## src/rtl/cpu_trace_checker_char_digit_decode.sv

```systemverilog
// Combinational ASCII digit classifier.
// Ports:
//   i_char   : ASCII character
//   o_is_dec : '0'-'9'
//   o_is_hex : '0'-'9', 'a'-'f', plus 'A'-'F' when UPPER_OK=1
//   o_nibble : value of the digit (0 when not a hex digit)
module cpu_trace_checker_char_digit_decode #(
  parameter bit UPPER_OK = 1'b0
) (
  input  logic [7:0] i_char,
  output logic       o_is_dec,
  output logic       o_is_hex,
  output logic [3:0] o_nibble
);

  always_comb begin
    o_is_dec = 1'b0;
    o_is_hex = 1'b0;
    o_nibble = 4'd0;
    if (i_char >= 8'h30 && i_char <= 8'h39) begin
      o_is_dec = 1'b1;
      o_is_hex = 1'b1;
      o_nibble = 4'(i_char - 8'h30);
    end else if (i_char >= 8'h61 && i_char <= 8'h66) begin
      o_is_hex = 1'b1;
      o_nibble = 4'(i_char - 8'h57);
    end else if (UPPER_OK && i_char >= 8'h41 && i_char <= 8'h46) begin
      o_is_hex = 1'b1;
      o_nibble = 4'(i_char - 8'h37);
    end
  end

endmodule

```

## config.mk

```make
export PLATFORM = sky130hd
export DESIGN_NAME = cpu_trace_checker_char_digit_decode
export DESIGN_NICKNAME = d
export VERILOG_FILES = /design/src/rtl/cpu_trace_checker_char_digit_decode.sv
export SDC_FILE = /design/constraint.sdc
export NUM_CORES = 1
export LEC_CHECK = 0
export ABC_AREA = 1
export CORE_AREA = 2 2 39 41
export DETAILED_ROUTE_END_ITERATION = 7
export DIE_AREA = 0 0 41 43
export PLACE_DENSITY = 0.52
export SLEW_MARGIN = 20
export SYNTH_ARGS = -nofsm -noshare
export SYNTH_HDL_FRONTEND = slang
export SYNTH_SLANG_ARGS = --single-unit
```

## constraint.sdc

```tcl
create_clock -name vclk -period 1.1
set_input_delay 0.22 -clock vclk [all_inputs]
set_output_delay 0.22 -clock vclk [all_outputs]
set_load 0.02 [all_outputs]
```

==> results <==
## how the worst max path moves through the flow
stage,start,end,depth (start not counted)
after floorplan,i_char[1],o_nibble[0],8
after global routing,i_char[1],o_nibble[0],9
after global placement,i_char[0],o_nibble[0],9
after CTS,i_char[0],o_nibble[0],9
final,i_char[1],o_nibble[2],10
after detailed placement,i_char[0],o_nibble[0],9
## metrics by stage
stage               util, %  worst slack, ns  hold slack (ns)
global route           41.9           -0.192            0.819
finish                 41.9           -0.140            0.808
CTS                    36.8           -0.192            0.824
global placement       34.6            -1.16             1.63
floorplan                 -          0.00706            0.582
detailed placement     34.6            -1.16             1.63
## worst max-delay path, cell delays in order
cell and delay [ns]:
buf_8 0.11, inv_8 0.05, ha_4 0.12, nand2_2 0.06
nand3_4 0.08, nand2_4 0.07, inv_4 0.08, nand2_2 0.05
nand2_2 0.07, buf_6 0.11
## cell usage after synthesis (all sizes together)
cell	n	area [µm²]
nor2	2	10.0
nor3	1	10.0
inv	8	30.0
nand2	15	66.3
nand3b	1	7.51
nand3	4	30.0
ha	4	50.1
o21ai	1	5.00
nand4	3	18.8
## logic make-up after synthesis
family | synth area share, %
AOI/OAI and AO/OA | 2.20
and+or+nand+nor | 62.6
buffers and inverters | 13.2
adders and majority gates | 22.0
## repair_timing
action                     4_1_cts  5_1_grt
gates resized for setup         83       12
buffers inserted                 3        1
setup endpoints to repair        6        6
pin swaps                       15       10
## power by group
part | internal, mW | switching (mW)
Combinational | 0.0810 | 0.0793
Sequential | 0 | 0
Clock | 0 | 0
Total | 0.0810 | 0.0793
## cell type report
cell class,instances,area [µm²],share of cell area (%)
Inverter,8,47.5,8.21
Tap cell,16,20.0,3.46
Multi-Input combinational cell,31,305,52.7
Timing Repair Buffer,23,206,35.6
## metal layers
| metal | GRT usage (%) | part of all wire (%) |
|---|---|---|
| met1 | 9.18 | 40 |
| met2 | 13.8 | 54 |
| met3 | 0 | 6.0 |
| met4 | 0 | 0 |
| met5 | 0 | 0 |
==> metrics.yaml <==
outcome:
  status: "finished with violations"
  violations: "negative setup slack"
die:
  start_util_pct: 16.5
  die_area_um2: 1760
  die_x_um: 41
  num_rows: 14
  die_h_um: 43
  ios: 14
  coreArea_um2: 1380
synthesis:
  yosysWarnings: 0
  ys_seq_area_share_pct: 0
  syn-cell-area_um2: 228
  syn_area_per_cell_um2: 5.84
  synth.distinct_cells: 14
  syn_nets: 51
  netlist_instances: 39
final_layout:
  syn2layout_area_growth_pct: 154
  drive_above_1_share_pct: 80.6
  fill_cells: 149
  n_clock_buffer: 0
  fin_area_um2: 579
  seq_area_um2: 0
  seq_cells: 0
  fin_nets: 76
  final_cell_mix: "nand2_2, buf_4, buf_6"
  diodes: 0
  final_cells: 78
sta:
  finalHoldViolCount: 0
  fmax_mhz: 807
  tightest_slew_ns: 0.175
  fin_crit_ns: 1.24
  finalSetupViolations: 6
  slew_violations: 0
  fin_setup_tns_ns: -0.665
  max_slew_margin_pct: 88.3
  finalCritPeriodShare_pct: 113
  setup_slack_ns: -0.140
  rsz0062_at_grt: "true"
global_route:
  overflow: 0
  grt_pass1_vias: 276
  grt_max_degree: 6
  grt_pass1_wl_um: 972
  antenna_found_initial: 0
  grt.total_usage_pct: 7.29
power:
  irDropWorstVdd_mv: 0.145
  p_leak_nw: 0.280
  p_per_area_nw_per_um2: 277
  p_total_uw: 160
worst_hold_path:
  min_to: "o_is_dec"
  min_delay_path_depth: 5
  min_from: "i_char[7]"
  hp-class: "in -> out"
critical_path:
  critPathRequiredTime_ns: 0.88
  critPathLaunchType: "input port"
  critPathKind: "in -> out"
  endpoint_kind: "primary output"
  crit_arrival_ns: 1.02
  path_max_fanout: 4
detailed_routing:
  postRouteAntennaNets: 0
  wl_per_cell_um: 8.08
  via_per_inst: 4.06
  drt_iter0_markers: 1
  drc: 0
  dr_total_vias: 317
  dr.pass1.iters: 2
  drt-total-wl_um: 630
placement:
  gp_congestion: 0.685
  port_buffers: 14
  place_area_um2: 479
  hpwl_um: 472
  place_inst: 74
clock_network:
  hold_buffers: 0
job:
  maxCapViolations: 0
(Power assumes the default switching activity.)
